File: config.mk
export PLATFORM = sky130hd
export DESIGN_NAME = memory_access_stage
export DESIGN_NICKNAME = d
export VERILOG_FILES = /design/src/rtl/memory_access_stage.sv
export SDC_FILE = /design/constraint.sdc
export NUM_CORES = 1
export LEC_CHECK = 0
export CAP_MARGIN = 20
export CORE_AREA = 2 2 137 139
export CTS_CLUSTER_SIZE = 24
export DETAILED_ROUTE_END_ITERATION = 8
export DIE_AREA = 0 0 139 141
export GPL_TIMING_DRIVEN = 0
export SLEW_MARGIN = 20
export SYNTH_ARGS = -nofsm -noshare
export SYNTH_HDL_FRONTEND = slang
export SYNTH_SLANG_ARGS = --single-unit
export TNS_END_PERCENT = 100
File: constraint.sdc
create_clock -name Clock -period 2.8 [get_ports Clock]
set_input_delay 0.56 -clock Clock [delete_from_list [all_inputs] [get_ports Clock]]
set_output_delay 0.56 -clock Clock [all_outputs]
set_load 0.02 [all_outputs]
File: src/rtl/memory_access_stage.sv
// Memory access stage: passes ALU results through or runs one LD/ST bus transaction
// with a request/ack handshake and a wait-state timeout, then reports to writeback.
module memory_access_stage #(
   parameter int unsigned TIMEOUT_CYCLES = 15,
   parameter bit          ALIGN_CHECK    = 1'b1
) (
   input  logic        Clock,
   input  logic        Reset,
   input  logic        InValid,
   output logic        InReady,
   input  logic [1:0]  MemOp,
   input  logic [31:0] AluResult,
   input  logic [31:0] StoreData,
   input  logic [4:0]  DestReg,
   output logic        BusReq,
   output logic        BusWrite,
   output logic [31:0] BusAddr,
   output logic [31:0] BusWData,
   input  logic        BusAck,
   input  logic [31:0] BusRData,
   output logic        OutValid,
   output logic [31:0] OutData,
   output logic [4:0]  OutDestReg,
   output logic        OutFault
);

   localparam int unsigned CntW = $clog2(TIMEOUT_CYCLES + 1);
   localparam logic [CntW-1:0] CntLast = CntW'(TIMEOUT_CYCLES - 1);

   typedef enum logic [0:0] {StIdle, StBus} state_e;

   state_e            state_q, state_d;
   logic [CntW-1:0]   cnt_q, cnt_d;
   logic              bus_req_q, bus_req_d;
   logic              bus_write_q, bus_write_d;
   logic [31:0]       bus_addr_q, bus_addr_d;
   logic [31:0]       bus_wdata_q, bus_wdata_d;
   logic [4:0]        dest_q, dest_d;
   logic              out_valid_q, out_valid_d;
   logic              out_fault_q, out_fault_d;
   logic [31:0]       out_data_q, out_data_d;
   logic [4:0]        out_dest_q, out_dest_d;
   logic              accept;
   logic              misaligned;

   assign InReady    = (state_q == StIdle) & ~Reset;
   assign accept     = InValid & InReady;
   assign misaligned = ALIGN_CHECK && (AluResult[1:0] != 2'b00);

   always_comb begin
      state_d     = state_q;
      cnt_d       = cnt_q;
      bus_req_d   = bus_req_q;
      bus_write_d = bus_write_q;
      bus_addr_d  = bus_addr_q;
      bus_wdata_d = bus_wdata_q;
      dest_d      = dest_q;
      out_valid_d = 1'b0;
      out_fault_d = 1'b0;
      out_data_d  = out_data_q;
      out_dest_d  = out_dest_q;

      unique case (state_q)
         StIdle: begin
            if (accept) begin
               if (MemOp == 2'b00) begin
                  out_valid_d = 1'b1;
                  out_data_d  = AluResult;
                  out_dest_d  = DestReg;
               end else if (MemOp == 2'b11 || misaligned) begin
                  out_valid_d = 1'b1;
                  out_fault_d = 1'b1;
                  out_data_d  = 32'd0;
                  out_dest_d  = DestReg;
               end else begin
                  state_d     = StBus;
                  cnt_d       = '0;
                  bus_req_d   = 1'b1;
                  bus_write_d = (MemOp == 2'b10);
                  bus_addr_d  = {AluResult[31:2], 2'b00};
                  bus_wdata_d = StoreData;
                  dest_d      = DestReg;
               end
            end
         end
         StBus: begin
            // Ack takes priority over a timeout in the same cycle.
            if (BusAck) begin
               state_d     = StIdle;
               bus_req_d   = 1'b0;
               out_valid_d = 1'b1;
               out_data_d  = bus_write_q ? 32'd0 : BusRData;
               out_dest_d  = bus_write_q ? 5'd31 : dest_q;
            end else if (cnt_q == CntLast) begin
               state_d     = StIdle;
               bus_req_d   = 1'b0;
               out_valid_d = 1'b1;
               out_fault_d = 1'b1;
               out_data_d  = 32'd0;
               out_dest_d  = dest_q;
            end else begin
               cnt_d = cnt_q + CntW'(1);
            end
         end
         default: state_d = StIdle;
      endcase
   end

   always_ff @(posedge Clock) begin
      if (Reset) begin
         state_q     <= StIdle;
         cnt_q       <= '0;
         bus_req_q   <= 1'b0;
         bus_write_q <= 1'b0;
         bus_addr_q  <= 32'd0;
         bus_wdata_q <= 32'd0;
         dest_q      <= 5'd0;
         out_valid_q <= 1'b0;
         out_fault_q <= 1'b0;
         out_data_q  <= 32'd0;
         out_dest_q  <= 5'd0;
      end else begin
         state_q     <= state_d;
         cnt_q       <= cnt_d;
         bus_req_q   <= bus_req_d;
         bus_write_q <= bus_write_d;
         bus_addr_q  <= bus_addr_d;
         bus_wdata_q <= bus_wdata_d;
         dest_q      <= dest_d;
         out_valid_q <= out_valid_d;
         out_fault_q <= out_fault_d;
         out_data_q  <= out_data_d;
         out_dest_q  <= out_dest_d;
      end
   end

   assign BusReq     = bus_req_q;
   assign BusWrite   = bus_write_q;
   assign BusAddr    = bus_addr_q;
   assign BusWData   = bus_wdata_q;
   assign OutValid   = out_valid_q;
   assign OutFault   = out_fault_q;
   assign OutData    = out_data_q;
   assign OutDestReg = out_dest_q;

endmodule

==> results.json, run 1 <==
{
  "track_usage_pct": 17.7,
  "die_h_um": 141,
  "synth_adder_area_share_pct": 0.562,
  "coreArea_mm2": 0.0183,
  "grt-ovfl-total": 0,
  "post-route-period-util_pct": 91.6,
  "powerDensity_mw_per_mm2": 598,
  "p_switching_w": 0.00105,
  "worstMarginPinSlew_ns": 0.811,
  "dp_hpwl_mm": 12.6,
  "end_kind": "output port",
  "tns_ns": 0,
  "start_util_pct": 24.4,
  "cts-root-buf": "clkbuf_16",
  "drv_cap": 0,
  "p_leak_nw": 2.51,
  "synth_xor_xnor_area_share_pct": 0.197,
  "avgViaCountPerCell": 4.70,
  "synthFlopType": "dfxtp_1",
  "synth_compound_area_share_pct": 24.0,
  "multiInputGateArea_mm2": 0.00194,
  "final_cell_area_mm2": 0.00741,
  "synth_edf_count": 0,
  "seq_area_mm2": 0.00226,
  "antenna_found_initial": 1,
  "die_area_mm2": 0.0196,
  "worstPathCellList": "clkbuf_1 > clkbuf_2 > nor2_1 > clkdlybuf4s50_1",
  "synth_top_family_by_area": "compound AO/OA/AOI/OAI gates",
  "cpMaxStageDelayCell": "clkdlybuf4s50_1",
  "slew_viol_final": 0,
  "dr.pass1.iters": 5,
  "num_vias": 4720,
  "arrival_ns": 2.01,
  "mostFrequentLayoutCells": "clkdlybuf4s50_1, nand2_1, dfxtp_1",
  "syn-cell-area_mm2": 0.00445,
  "port_buffers": 207,
  "cellInternalPower_w": 0.00338,
  "ys_ff_latch": 113,
  "avgSynthCellArea_um2": 8.37,
  "grt_pass1_vias": 4695,
  "yosys.area_share.simple_pct": 18.5,
  "place_area_mm2": 0.00682,
  "antenna_cells": 0,
  "p_comb_share_pct": 12.6,
  "placementRows": 50,
  "synthMuxAreaShare_pct": 0,
  "peakVddDrop_mv": 0.388,
  "period_minus_slack_ns": 2.57,
  "rsz0062_at_grt": "false",
  "startpoint_type": "primary input",
  "wl_per_cell_um": 17.1,
  "status": "completed",
  "drive_above_1_share_pct": 7.40,
  "finalHoldViolations": 0,
  "hold_path.class": "primary input to register",
  "drt_iter0_drc": 262,
  "cts_buffers": 17,
  "fin_skew_ns": 0.0120,
  "yosys_warnings": 0,
  "cts_buffer_depth": 2,
  "cts.sink_count": 113,
  "num_io_pins": 213,
  "fin_nets": 867,
  "netlist_instances": 532,
  "place_congestion": 0.816,
  "htree_levels": 4,
  "swShare_pct": 23.8,
  "ys_async_sr_fraction_pct": 0,
  "fmax_ghz": 0.390,
  "clkPwrFrac_pct": 49.3,
  "critical_path.max_stage_delay_ns": 0.57,
  "clock_latency_ns": 0.41,
  "grt_max_degree": 20,
  "cts_tree": "built",
  "die_w_um": 139,
  "ys_seq_area_share_pct": 50.8,
  "required_ns": 2.24,
  "drc_errors": 0,
  "drt-total-wl_mm": 17.2,
  "crit_fanout": 19,
  "area_growth_pct": 66.5,
  "synth_cell_types": 39,
  "fillers": 1855,
  "path_class": "primary input to output port",
  "setup_viol_count_final": 0,
  "path_clk_slew_ns": 0.05,
  "layout_commonest_cell": "clkdlybuf4s50_1",
  "dp_slack_ns": -0.293,
  "cts_setup_buffers": 0,
  "slew_headroom_pct": 45.6,
  "timing.final.ws_setup_ns": 0.235,
  "ant_nets": 0,
  "seq_power_share_pct": 38.1,
  "grt_first_pass_wirelength_mm": 26.9
}
[state kept, by name, summed over array words and instances (netlist names)]
register    count
BusWData       32
OutData        32
BusAddr        30
OutDestReg      5
dest_q          5
cnt_q           4
BusReq          1
BusWrite        1
OutFault        1
OutValid        1
state_q         1
[repair_timing]
item | CTS | global route
gates resized for setup | 1 | 0
hold buffers | 0 | 0
setup endpoints to repair | 1 | 0
[worst max-delay path: cells and delay by family]
family / cells / cell delay, ns
AND/OR/NAND/NOR: 1 / 0.08
buffers and inverters: 3 / 1.36
[layer usage]
| layer | GRT usage, % | up-vias | wire, um |
|---|---|---|---|
| met2 | 28.1 | 190 | 7720 |
| met1 | 22.4 | 2189 | 7690 |
| met3 | 7.13 | 12 | 1610 |
| li1 | - | 2327 | - |
| met4 | 4.78 | 2 | 140 |
| met5 | 0 | - | 13 |
[stage by stage]
stage	instances	utilization [%]	power, W	hold WS (ns)
after floorplan	533	-	0.00195	0.437
after global placement	974	37.3	0.00228	0.441
after detailed placement	974	37.3	0.00229	0.447
after CTS	1004	40.6	0.00449	0.428
after global routing	1004	40.6	0.00461	0.442
final	1004	40.6	0.00443	0.448
[power groups by stage]
stage | clock network [W] | logic, W | registers (W)
2_1_floorplan | 0 | 0.000166 | 0.00179
3_3_place_gp | 0 | 0.000562 | 0.00172
3_5_place_dp | 0 | 0.000562 | 0.00172
4_1_cts | 0.00224 | 0.000564 | 0.00169
5_1_grt | 0.00231 | 0.000602 | 0.00170
6_report | 0.00218 | 0.000558 | 0.00169
[final timing paths]
check | slack (ns) | to | cells after the start | start
setup / recovery | 0.23 | InReady | 4 | Reset
hold / removal | 0.45 | BusWrite$_SDFFE_PP0P_ | 2 | MemOp[0]
setup reg to reg | 0.36 | OutData[3]$_SDFFE_PP0P_ | 8 | cnt_q[0]$_SDFFE_PP0P_
hold reg to reg | 0.45 | BusWData[17]$_SDFFE_PP0P_ | 2 | BusWData[17]$_SDFFE_PP0P_
[kinds of logic after synthesis]
logic type,after synthesis
DFF,113
and+or+nand+nor,197
other,1
AOI/OAI and AO/OA,165
adders and majority gates,2
buffers and inverters,53
xor gates and xnor gates,1
[synthesized netlist by cell type, types with 2 or more instances]
cell type | count | area (um2)
a222oi_1 | 2 | 20.0
inv_1 | 3 | 11.3
a211oi_1 | 33 | 248
buf_2 | 9 | 45.0
nor3_1 | 37 | 185
buf_6 | 4 | 45.0
nand2_1 | 141 | 529
clkbuf_1 | 30 | 113
dfxtp_1 | 113 | 2260
nand3b_1 | 2 | 15.0
a22oi_1 | 30 | 225
a211o_1 | 6 | 52.6
a21oi_1 | 72 | 360
buf_4 | 5 | 37.5
o21ai_0 | 7 | 35.0
nor3_2 | 2 | 20.0
o22ai_1 | 5 | 31.3
nor2_1 | 9 | 33.8
ha_1 | 2 | 25.0
[layout make-up]
class | instances | share of cell area [%]
Clock buffer | 20 | 6.16
Sequential cell | 113 | 30.5
Multi-Input combinational cell | 367 | 26.1
Clock inverter | 11 | 1.86
Buffer | 49 | 3.32
Timing Repair Buffer | 207 | 27.9
Inverter | 3 | 0.152
Tap cell | 234 | 3.95
(Power assumes the default switching activity.)
==> inputs of run 2 (changes only) <==
clock period = 3.3 ns   (was 2.8 ns; I/O delays follow)
==> run 2 against run 1 <==
Net effect:
- register-to-register slack improved by 0.51 ns
- flip-flop and latch count did not move
- final cell count hardly changed
- critical path depth grew 1
- first-iteration DRC count grew 15%
- sequential share of layout area hardly changed
- clock power shrank 15%
- combinational power fell by 15%
- via count is 0.44% higher
- global-route usage hardly changed
- critical path type unchanged
==> results.json, run 2 (same netlist as run 1, synthesis figures left out) <==
{
  "status": "completed",
  "place_congestion": 0.816,
  "dp_slack_ns": 0.00674,
  "grt_first_pass_wirelength_mm": 26.9,
  "num_io_pins": 213,
  "crit_top_cell": "clkbuf_1",
  "placementRows": 50,
  "antenna_cells": 0,
  "hold_ws_ns": 0.451,
  "track_usage_pct": 17.7,
  "timing.final.ws_setup_ns": 0.194,
  "grt_max_degree": 17,
  "port_buffers": 207,
  "slew_headroom_pct": 45.4,
  "fin_skew_ns": 0.0128,
  "antenna_found_initial": 1,
  "hold_path.class": "register to register",
  "setup_viol_count_final": 0,
  "rsz0062_at_grt": "false",
  "worstMarginPinSlew_ns": 0.815,
  "dp_hpwl_mm": 12.6,
  "crit_fanout": 10,
  "cts_buffers": 17,
  "power_w": 0.00376,
  "r2r_start": "cnt_q[0]$_SDFFE_PP0P_",
  "peakVddDrop_mv": 0.329,
  "avgViaCountPerCell": 4.72,
  "cts_buffer_depth": 2,
  "seq_area_mm2": 0.00226,
  "drv_cap": 0,
  "cts.sink_count": 113,
  "area_growth_pct": 66.5,
  "utilization_pct": 40.6,
  "end_kind": "output port",
  "drt_iter0_drc": 301,
  "dr.pass1.iters": 6,
  "cp-startpoint": "Reset",
  "worstPathCellList": "clkbuf_1 > clkbuf_1 > clkbuf_2 > nor2_1 > clkdlybuf4s50_1",
  "num_vias": 4741,
  "fmax_ghz": 0.322,
  "crit_buf_inv": 4,
  "drive_above_1_share_pct": 7.39,
  "hold_buffers": 0,
  "grt-ovfl-total": 0,
  "multiInputGateArea_mm2": 0.00194,
  "cpMaxStageDelayCell": "clkdlybuf4s50_1",
  "startpoint_type": "primary input",
  "grt_pass1_vias": 4697,
  "die_w_um": 139,
  "coreArea_mm2": 0.0183,
  "path_clk_slew_ns": 0.05,
  "required_ns": 2.64,
  "htree_levels": 4,
  "post-route-period-util_pct": 94.1,
  "cp_top_family": "buffers and inverters",
  "ant_nets": 0,
  "slew_viol_final": 0,
  "wl_per_cell_um": 17.1,
  "path_class": "primary input to output port",
  "die_area_mm2": 0.0196,
  "mostFrequentLayoutCells": "clkdlybuf4s50_1, nand2_1, dfxtp_1",
  "reg2reg_slack_ns": 0.87,
  "tns_ns": 0,
  "p_leak_nw": 2.51,
  "finalHoldViolations": 0,
  "critical_path.max_stage_delay_ns": 0.57,
  "r2r_end": "OutData[3]$_SDFFE_PP0P_",
  "die_h_um": 141,
  "clock_latency_ns": 0.41,
  "cts_tree": "built",
  "start_util_pct": 24.4,
  "fillers": 1856,
  "worstRegToRegCells": 8,
  "powerDensity_mw_per_mm2": 507,
  "drc_errors": 0,
  "endpoint": "InReady",
  "cp.depth": 5,
  "period_minus_slack_ns": 3.11,
  "arrival_ns": 2.45,
  "fin_nets": 868,
  "layout_commonest_cell": "clkdlybuf4s50_1",
  "cts-root-buf": "clkbuf_16",
  "drt-total-wl_mm": 17.2
}
run 2: tightest hold or removal path, delay by kind of cell, from the launching register on:
kind,cells,cell delay [ns]
DFF,1,0.30
and+or+nand+nor,1,0.05
AOI/OAI and AO/OA,1,0.05
run 2: stage by stage:
stage          area (um2)  std cells
2_1_floorplan        4460        533
3_3_place_gp         6820        974
3_5_place_dp         6820        974
4_1_cts              7420       1005
5_1_grt              7420       1005
6_report             7420       1005
run 2: how the worst min path moves through the flow:
stage / start / to / slack, ns / depth (start not counted)
6_report: BusWData[17]$_SDFFE_PP0P_ / BusWData[17]$_SDFFE_PP0P_ / 0.45 / 2
5_1_grt: BusWData[17]$_SDFFE_PP0P_ / BusWData[17]$_SDFFE_PP0P_ / 0.47 / 2
4_1_cts: BusWData[17]$_SDFFE_PP0P_ / BusWData[17]$_SDFFE_PP0P_ / 0.45 / 2
3_5_place_dp: BusAddr[30]$_SDFFE_PP0P_ / BusAddr[30]$_SDFFE_PP0P_ / 0.45 / 2
3_3_place_gp: BusWData[20]$_SDFFE_PP0P_ / BusWData[20]$_SDFFE_PP0P_ / 0.44 / 2
2_1_floorplan: dest_q[0]$_SDFFE_PP0P_ / dest_q[0]$_SDFFE_PP0P_ / 0.44 / 2
run 2: power breakdown:
group	switching (W)	internal [W]	total, W
sequential	0.0000232	0.00141	0.00143
combinational	0.000231	0.000243	0.000474
clock	0.000640	0.00121	0.00185
run 2: timing repair:
item / 4_1_cts / 5_1_grt
endpoints found under the setup margin: 0 / 1
buffers inserted: 0 / 0
gates resized for setup: 0 / 1
run 2: layout make-up:
cell class	instances	share of cell area [%]
Multi-Input combinational cell	367	26.1
Clock inverter	11	1.86
Buffer	50	3.37
Inverter	3	0.152
Timing Repair Buffer	207	27.9
Tap cell	234	3.95
Clock buffer	20	6.16
Sequential cell	113	30.5
run 2: routing by layer:
layer  vias to the layer above  GRT usage (%)  wire length [um]
met5                         -              0                13
met3                        12           7.13              1510
li1                       2330              -                 -
met2                       183           28.2              7750
met4                         2           4.78               138
met1                      2214           22.4              7790
==> inputs of run 3 (changes only) <==
CAP_MARGIN = not set   (was 20)
RECOVER_POWER = 100   (was not set)
clock period = 3.52 ns   (was 3.3 ns; I/O delays follow)
==> run 3 against run 2 <==
Net effect:
- via count down 0.51%
- combinational power down 10%
- critical path depth unchanged
- global-route usage unchanged
- wire length about the same
- clock-buffer cell count unchanged
- non-clock buffer count unchanged
- core utilization down 0.23 points
- register-to-register slack worse by 0.08 ns
- worst setup slack better by 0.15 ns
- power down 6.8%
- hold slack worse by 0.0028 ns
- critical endpoint unchanged
==> results.json, run 3 (same netlist as run 1, synthesis figures left out) <==
{
  "antenna_found_initial": 1,
  "fillers": 1868,
  "slew_viol_final": 0,
  "final_cells": 1005,
  "port_buffers": 207,
  "fin_nets": 868,
  "drv_cap": 0,
  "placementRows": 50,
  "layout_commonest_cell": "nand2_1",
  "wl_per_cell_um": 17.1,
  "cts_buffer_depth": 2,
  "setup_viol_count_final": 0,
  "num_vias": 4717,
  "ant_nets": 0,
  "fin_skew_ns": 0.0137,
  "cts_tree": "built",
  "crit_fanout": 10,
  "power_w": 0.00351,
  "grt_max_degree": 17,
  "place_area_mm2": 0.00682,
  "required_ns": 2.82,
  "track_usage_pct": 17.7,
  "grt-ovfl-total": 0,
  "drt-total-wl_mm": 17.2,
  "num_io_pins": 213,
  "place_congestion": 0.816,
  "grt_pass1_vias": 4697,
  "powerDensity_mw_per_mm2": 476,
  "htree_levels": 4,
  "dp_hpwl_mm": 12.6,
  "peakVddDrop_mv": 0.311,
  "fmax_ghz": 0.315,
  "cts-root-buf": "clkbuf_16",
  "dr.pass1.iters": 4,
  "startpoint_type": "primary input",
  "drive_above_1_share_pct": 5.97,
  "drt_iter0_drc": 297,
  "start_util_pct": 24.4,
  "rsz0062_at_grt": "false",
  "clock_latency_ns": 0.41,
  "mostFrequentLayoutCells": "nand2_1, dfxtp_1, dlygate4sd3_1",
  "die_w_um": 139,
  "hold_path.class": "register to register",
  "place_inst": 974,
  "die_area_mm2": 0.0196,
  "antenna_cells": 0,
  "avgViaCountPerCell": 4.69,
  "hold_buffers": 0,
  "area_growth_pct": 65.6,
  "worstMarginPinSlew_ns": 1.46,
  "period_minus_slack_ns": 3.18,
  "status": "completed",
  "finalHoldViolations": 0,
  "post-route-period-util_pct": 90.2,
  "grt_first_pass_wirelength_mm": 26.9,
  "final_cell_area_mm2": 0.00738,
  "tns_ns": 0,
  "path_clk_slew_ns": 0.05,
  "p_leak_nw": 2.81,
  "cts.sink_count": 113,
  "slew_headroom_pct": 2.00,
  "coreArea_mm2": 0.0183,
  "drc_errors": 0,
  "die_h_um": 141,
  "end_kind": "output port",
  "path_class": "primary input to output port",
  "arrival_ns": 2.47,
  "cts_buffers": 17
}
-- run 3: report_power, final --
group | switching, W | internal, W
clock | 0.000602 | 0.00114
sequential | 0.0000199 | 0.00132
combinational | 0.000215 | 0.000211
total | 0.000836 | 0.00267
-- run 3: stage by stage --
step	setup WS [ns]	hold slack [ns]	utilization, %
2_1_floorplan	1.19	0.437	-
3_3_place_gp	0.137	0.441	37.3
3_5_place_dp	0.139	0.447	37.3
4_1_cts	0.137	0.454	40.6
5_1_grt	0.132	0.466	40.4
6_report	0.343	0.448	40.4
-- run 3: routing by layer --
metal	part of all wire, %	global-route usage, %	wire, um
met1	45	22.4	7730
met2	45	28.2	7760
met3	9.2	7.13	1580
met4	0.69	4.78	118
met5	0.076	0	13
-- run 3: timing repair --
action / 4_1_cts / 5_1_grt
buffers inserted: 0 / 0
hold endpoints to repair: 0 / 0
endpoints found under the setup margin: 0 / 1
resized for setup: 0 / 1
-- run 3: area by class of cell --
class | count | area (um2) | share of cell area [%]
inverters | 3 | 11.3 | 0.153
multi-input cells | 367 | 1910 | 25.9
clock inverters | 11 | 138 | 1.87
well taps | 234 | 293 | 3.97
flip-flops and latches | 113 | 2260 | 30.7
plain buffers | 50 | 234 | 3.17
repair buffers | 207 | 2070 | 28.1
clock buffers | 20 | 457 | 6.19
-- run 3: final timing paths --
kind	start	end	slack [ns]	cells after the start
setup / recovery	Reset	InReady	0.34	5
hold reg to reg	BusWData[17]$_SDFFE_PP0P_	BusWData[17]$_SDFFE_PP0P_	0.45	2
setup reg to reg	state_q$_SDFF_PP0_	BusAddr[13]$_SDFFE_PP0P_	0.79	7
hold / removal	BusWData[17]$_SDFFE_PP0P_	BusWData[17]$_SDFFE_PP0P_	0.45	2
-- run 3: critical path, cell delays in order --
cell             delay (ns)
clkbuf_1               0.27
clkbuf_1               0.50
clkbuf_2               0.36
nor2_1                 0.07
clkdlybuf4s50_1        0.57
